<file path="src/rtl/ddfs_pkg.sv">
// Shared definitions for the DDFS sweep controller slice.
// State encoding and default field widths.
package ddfs_pkg;

    typedef enum logic [1:0] {
        IDLE  = 2'd0,
        LOAD  = 2'd1,
        DWELL = 2'd2,
        DONE  = 2'd3
    } state_t;

    localparam int DEF_FCW_WIDTH = 32;
    localparam int DEF_CNT_WIDTH = 16;

endpackage

</file>
<file path="src/rtl/ddfs_dwell_timer.sv">
// Loadable down-counter timing the dwell of each tone.
// Load wins over decrement; the counter parks at zero.
module ddfs_dwell_timer
    import ddfs_pkg::*;
#(
    parameter int W = DEF_CNT_WIDTH
) (
    input  logic         i_clk,
    input  logic         i_rst_n,
    input  logic         load,
    input  logic [W-1:0] value,
    input  logic         en,
    output logic         zero
);

    logic [W-1:0] cnt;
    localparam logic [W-1:0] ONE = 1;

    always_ff @(posedge i_clk or negedge i_rst_n) begin
        if (!i_rst_n) begin
            cnt <= '0;
        end else if (load) begin
            cnt <= value;
        end else if (en && cnt != '0) begin
            cnt <= cnt - ONE;
        end
    end

    assign zero = (cnt == '0);

endmodule

</file>
<file path="src/rtl/ddfs_sweep_controller.sv">
// Stepped-frequency sweep sequencer driving a DDFS tone word.
// LOAD counts as the first dwell cycle of the start tone.
module ddfs_sweep_controller
    import ddfs_pkg::*;
#(
    parameter int FCW_WIDTH = DEF_FCW_WIDTH,
    parameter int CNT_WIDTH = DEF_CNT_WIDTH
) (
    input  logic                 i_clk,
    input  logic                 i_rst_n,
    input  logic                 i_cfg_valid,
    output logic                 o_cfg_ready,
    input  logic [FCW_WIDTH-1:0] i_start_fcw,
    input  logic [FCW_WIDTH-1:0] i_step_fcw,
    input  logic [CNT_WIDTH-1:0] i_num_steps,
    input  logic [CNT_WIDTH-1:0] i_dwell,
    input  logic                 i_repeat,
    input  logic                 i_abort,
    output logic [FCW_WIDTH-1:0] o_freq_control,
    output logic                 o_ddfs_rst,
    output logic                 o_busy,
    output logic                 o_step_strobe,
    output logic [CNT_WIDTH-1:0] o_step_index,
    output logic                 o_done
);

    localparam logic [CNT_WIDTH-1:0] CNT_ONE = 1;

    state_t               state;
    logic [FCW_WIDTH-1:0] start_q;
    logic [FCW_WIDTH-1:0] step_q;
    logic [CNT_WIDTH-1:0] steps_q;
    logic [CNT_WIDTH-1:0] dwell_m1_q;
    logic                 repeat_q;

    logic [CNT_WIDTH-1:0] dwell_m1_in;
    logic                 in_tone;
    logic                 tone_end;
    logic                 last_tone;
    logic                 tmr_load;
    logic [CNT_WIDTH-1:0] tmr_value;
    logic                 tmr_zero;

    assign o_cfg_ready = (state == IDLE);
    assign dwell_m1_in = (i_dwell == '0) ? '0 : i_dwell - CNT_ONE;
    assign in_tone     = (state == LOAD) || (state == DWELL);
    assign tone_end    = in_tone && tmr_zero;
    assign last_tone   = (o_step_index == steps_q);

    // Reload on accept, at every tone boundary, and clear on abort.
    always_comb begin
        tmr_load  = 1'b0;
        tmr_value = dwell_m1_q;
        if (state == IDLE) begin
            tmr_load  = i_cfg_valid;
            tmr_value = dwell_m1_in;
        end else if (i_abort) begin
            tmr_load  = 1'b1;
            tmr_value = '0;
        end else if (tone_end) begin
            tmr_load  = 1'b1;
        end
    end

    ddfs_dwell_timer #(.W(CNT_WIDTH)) u_timer (
        .i_clk   (i_clk),
        .i_rst_n (i_rst_n),
        .load    (tmr_load),
        .value   (tmr_value),
        .en      (in_tone),
        .zero    (tmr_zero)
    );

    always_ff @(posedge i_clk or negedge i_rst_n) begin
        if (!i_rst_n) begin
            state          <= IDLE;
            start_q        <= '0;
            step_q         <= '0;
            steps_q        <= '0;
            dwell_m1_q     <= '0;
            repeat_q       <= 1'b0;
            o_freq_control <= '0;
            o_ddfs_rst     <= 1'b0;
            o_busy         <= 1'b0;
            o_step_strobe  <= 1'b0;
            o_step_index   <= '0;
            o_done         <= 1'b0;
        end else begin
            o_ddfs_rst    <= 1'b0;
            o_step_strobe <= 1'b0;
            o_done        <= 1'b0;
            if (state != IDLE && i_abort) begin
                state          <= IDLE;
                o_freq_control <= '0;
                o_step_index   <= '0;
                o_busy         <= 1'b0;
            end else begin
                unique case (state)
                    IDLE: begin
                        if (i_cfg_valid) begin
                            start_q        <= i_start_fcw;
                            step_q         <= i_step_fcw;
                            steps_q        <= i_num_steps;
                            dwell_m1_q     <= dwell_m1_in;
                            repeat_q       <= i_repeat;
                            o_freq_control <= i_start_fcw;
                            o_ddfs_rst     <= 1'b1;
                            o_step_index   <= '0;
                            o_busy         <= 1'b1;
                            state          <= LOAD;
                        end
                    end
                    LOAD, DWELL: begin
                        if (!tmr_zero) begin
                            state <= DWELL;
                        end else if (!last_tone) begin
                            o_freq_control <= o_freq_control + step_q;
                            o_step_index   <= o_step_index + CNT_ONE;
                            o_step_strobe  <= 1'b1;
                            state          <= DWELL;
                        end else if (repeat_q) begin
                            o_freq_control <= start_q;
                            o_ddfs_rst     <= 1'b1;
                            o_step_index   <= '0;
                            state          <= LOAD;
                        end else begin
                            o_done <= 1'b1;
                            state  <= DONE;
                        end
                    end
                    DONE: begin
                        o_busy <= 1'b0;
                        state  <= IDLE;
                    end
                    default: state <= IDLE;
                endcase
            end
        end
    end

endmodule

</file>
<file path="config.mk">
export PLATFORM = sky130hd
export DESIGN_NAME = ddfs_sweep_controller
export DESIGN_NICKNAME = d
export VERILOG_FILES = /design/src/rtl/ddfs_pkg.sv /design/src/rtl/ddfs_dwell_timer.sv /design/src/rtl/ddfs_sweep_controller.sv
export SDC_FILE = /design/constraint.sdc
export NUM_CORES = 1
export LEC_CHECK = 0
export CAP_MARGIN = 20
export CORE_MARGIN = 2
export CORE_UTILIZATION = 47
export CTS_CLUSTER_SIZE = 24
export DETAILED_ROUTE_END_ITERATION = 10
export PLACE_DENSITY = 0.75
export SYNTH_ARGS = -nofsm -noshare
export SYNTH_HDL_FRONTEND = slang
export SYNTH_SLANG_ARGS = --single-unit
</file>
<file path="constraint.sdc">
create_clock -name i_clk -period 4.1 [get_ports i_clk]
set_input_delay 0.82 -clock i_clk [delete_from_list [all_inputs] [get_ports i_clk]]
set_output_delay 0.82 -clock i_clk [all_outputs]
set_load 0.1 [all_outputs]
</file>
==> impl_results.md <==
* Max_cap viols at 0
* Area Growth Syn to Fin at 23.7%
* Max clock buf depth at 2
* Crit-path leading delay family: simple AND/OR/NAND/NOR gates
* Post-synthesis cell area at 9940 um2
* Antenna diode count at 0
* Maximum VDD drop at 0.355 mV
* Status: completed
* Die Ht at 149 um
* Starting Density at 47.6%
* Ys async rst share at 100%
* Die area at 22300 um2
* Total power at 11.3 mW
* Kind of critical path: in2reg
* Top cell type's share of synthesized area at 42.0%
* Largest net degree at the start of global routing at 80
* Critical path cell sequence: clkdlybuf4s50_1, or4_4, or4_4, nor4_4, buf_4, nor2_1, a221oi_1, a21oi_1, a22o_1
* Setup violators final at 0
* Leakage at 5.15 nW
* Synth cell types at 77
* Worst Clk Skew at 0.0151 ns
* Seq/Total Area, Yosys at 42.0%
* WL final at 26100 um
* Max-slew violation count at 0
* Buffers & Inverters on Critical Path at 2
* CP most frequent cell: or4_4
* Worst-Skew Late Latency at 0.43 ns
* Hold-fix buffers, CTS at 0
* Clock tree sinks at 167
* First-pass GRT wire length at 42300 um
* Cells after Synth at 1029
* Port Buf Inserts at 153
* Worst R2R Path Depth at 11
* Min-delay worst type: in2async
* CTS root buf: clkbuf_16
* Setup Buffers After CTS at 0
* Setup TNS at 0 ns
* Layout net count at 1302
* Detail Route Antenna Nets at 0
* Avg WL per Cell at 18.0 um
* Via count at 8461
* Crit path required time at 4.41 ns
* Power density over the cells at 921 nW/um2
* Via density at 5.84
* Max incr delay on CP at 0.57 ns
* CTS tree: built
* Critical-path top delay cell: or4_4
* Max FO, Critical Path at 31
* Worst-Margin Slew at 1.06 ns
* Row count at 53
* Cells resized by post-CTS repair at 0
* Clk pin slew, worst setup/hold paths at 0.07 ns
* Ranking of synthesized cells by area: dfrtp_1 (42%), mux2_2 (9.5%), ha_1 (4.8%)
* Initial drt markers at 675
* RePlAce Congestion at 0.896
* Stages on worst setup path at 9
* Post-synth EDFFs at 0
* Crit path DAT at 3.61 ns
* Ports at 154
* # DRC at 0
* Horiz. Die Dim at 149 um
* Area of the core region at 20900 um2
* Number of synthesized register bits at 167
* H-tree levels at 4
* Share of cells above drive strength 1 at 12.9%
* Initial DRT Pass Iterations at 5
* Vias in the first global route at 8198
* Top FF cell, synth: dfrtp_1
* CTS Buf Count at 17
* Startpoint types: input port
* FMAX at 0.303 GHz
* GRT overflow at 0
* HPWL after DPL at 18200 um
* Unrepaired setup endpoints after global routing: no
* Relative slew slack at 29.2%
* Total track usage at 24.0%
* Area leader, netlist: dfrtp_1
* Crit path time final at 3.30 ns
* Avg Inst Size Synth at 9.66 um2
* Tcrit/Tclk final at 80.4%
* Syn Nets at 1169
* Endpoint class of the critical path: flop
* Final Hold Vio Count at 0
* Warning count from the yosys run at 0
* Antenna violations before repair at 0
==> power by group <==
part           switching (mW)  internal, mW
clock network           0.680         0.913
registers               0.558          2.41
logic                    4.25          2.52
==> cells in the final DEF, fill, tap and decap left out, drive strengths merged, types with 7 or more instances in the layout <==
cell,count
xnor2,30
a21o,15
clkbuf,20
nand3,26
ha,38
a31oi,15
o211ai,18
mux2,84
a22o,7
or3,7
a21boi,7
and3,10
inv,27
nor3,14
buf,16
xor2,31
nor2b,9
nand4,8
nor4,21
nand2b,7
a21oi,60
o31ai,23
nand2,121
a221oi,9
dfrtp,167
nor2,75
o21ai,61
clkdlybuf4s50,151
==> layout make-up <==
cell class              instances  area [um2]
clock buffers                  20         447
flip-flops and latches        167        4180
repair buffers                167        1650
multi-input cells             783        5460
inverters                      26        97.6
clock inverters                11         125
well taps                     275         344
fillers                      1848        8590
==> flip-flops by register name, summed over array words and instances (netlist names), 2 cells and up <==
signal,count
state,2
start_q,32
dwell_m1_q,16
o_step_index,16
steps_q,16
o_freq_control,32
step_q,32
u_timer.cnt,16
==> final timing paths <==
| path | to | slack, ns | startpoint |
|---|---|---|---|
| setup / recovery | u_timer.cnt[12] | 0.80 | i_dwell[8] |
| hold reg to reg | dwell_m1_q[7] | 0.48 | dwell_m1_q[7] |
| hold / removal | step_q[9] | 0.42 | i_rst_n |
| setup reg to reg | o_freq_control[22] | 0.91 | o_freq_control[0] |
| max in group asynchronous | step_q[21] | 2.80 | i_rst_n |
| min in group i_clk | dwell_m1_q[7] | 0.48 | dwell_m1_q[7] |
==> worst register-to-register path, cell delays in order, from the launching register on <==
cell	delay, ns
dfrtp_1	0.37
ha_1	0.17
inv_1	0.05
fa_1	0.37
nor2b_1	0.20
o211ai_1	0.15
a31oi_1	0.39
o31ai_1	0.22
o31ai_1	0.56
a21oi_1	0.14
nor4b_1	0.30
o21ai_0	0.13
==> synth_stat cells (5+ instances only) <==
cell,n
a211oi_1,5
a21boi_0,7
a21o_1,15
a21oi_1,58
a221oi_1,8
a22o_1,7
a22oi_1,5
a31oi_1,14
and3_1,10
buf_1,6
buf_2,5
clkbuf_1,38
dfrtp_1,167
ha_1,38
inv_1,25
mux2_2,84
nand2_1,121
nand2b_1,7
nand3_1,24
nand3b_1,5
nand4_1,8
nor2_1,75
nor2b_1,9
nor3_1,13
nor4_1,18
o2111ai_1,5
o211ai_1,17
o21a_1,6
o21ai_0,57
o31ai_1,23
or3_1,6
xnor2_1,30
xor2_1,31
==> layer usage <==
| metal | part of all wire (%) | vias up | wire length [um] | track usage, % |
|---|---|---|---|---|
| met5 | 0 | - | 0 | 0 |
| met4 | 1.7 | 0 | 455 | 6.86 |
| met3 | 5.7 | 37 | 1480 | 4.79 |
| met2 | 48 | 264 | 12500 | 39.5 |
| met1 | 45 | 4123 | 11700 | 32.2 |
| li1 | - | 4037 | - | - |
==> cells by family (layout without fill, tap and decap cells) <==
group / Yosys count / in the layout / synth area share (%)
XOR/XNOR: 61 / 61 / 5.37
multiplexers: 87 / 87 / 9.82
buffers and inverters: 79 / 224 / 3.21
adder cells (fa/ha/maj): 39 / 39 / 4.98
AO/OA/AOI/OAI: 272 / 272 / 18.7
flip-flops: 167 / 167 / 42.0
AND/OR/NAND/NOR: 324 / 324 / 15.9
==> metrics by stage <==
stage / hold slack (ns) / utilization, % / instance area [um2] / setup slack (ns) / std cells
3_3_place_gp: 0.458 / 56.2 / 11700 / 0.471 / 1418
6_report: 0.416 / 58.9 / 12300 / 0.802 / 1449
3_5_place_dp: 0.457 / 56.2 / 11700 / 0.438 / 1418
5_1_grt: 0.487 / 58.9 / 12300 / 0.656 / 1449
4_1_cts: 0.459 / 58.9 / 12300 / 0.845 / 1449
2_1_floorplan: 0.430 / - / 9940 / 0.806 / 1029
No activity file was read; power rests on OpenSTA's default activity.
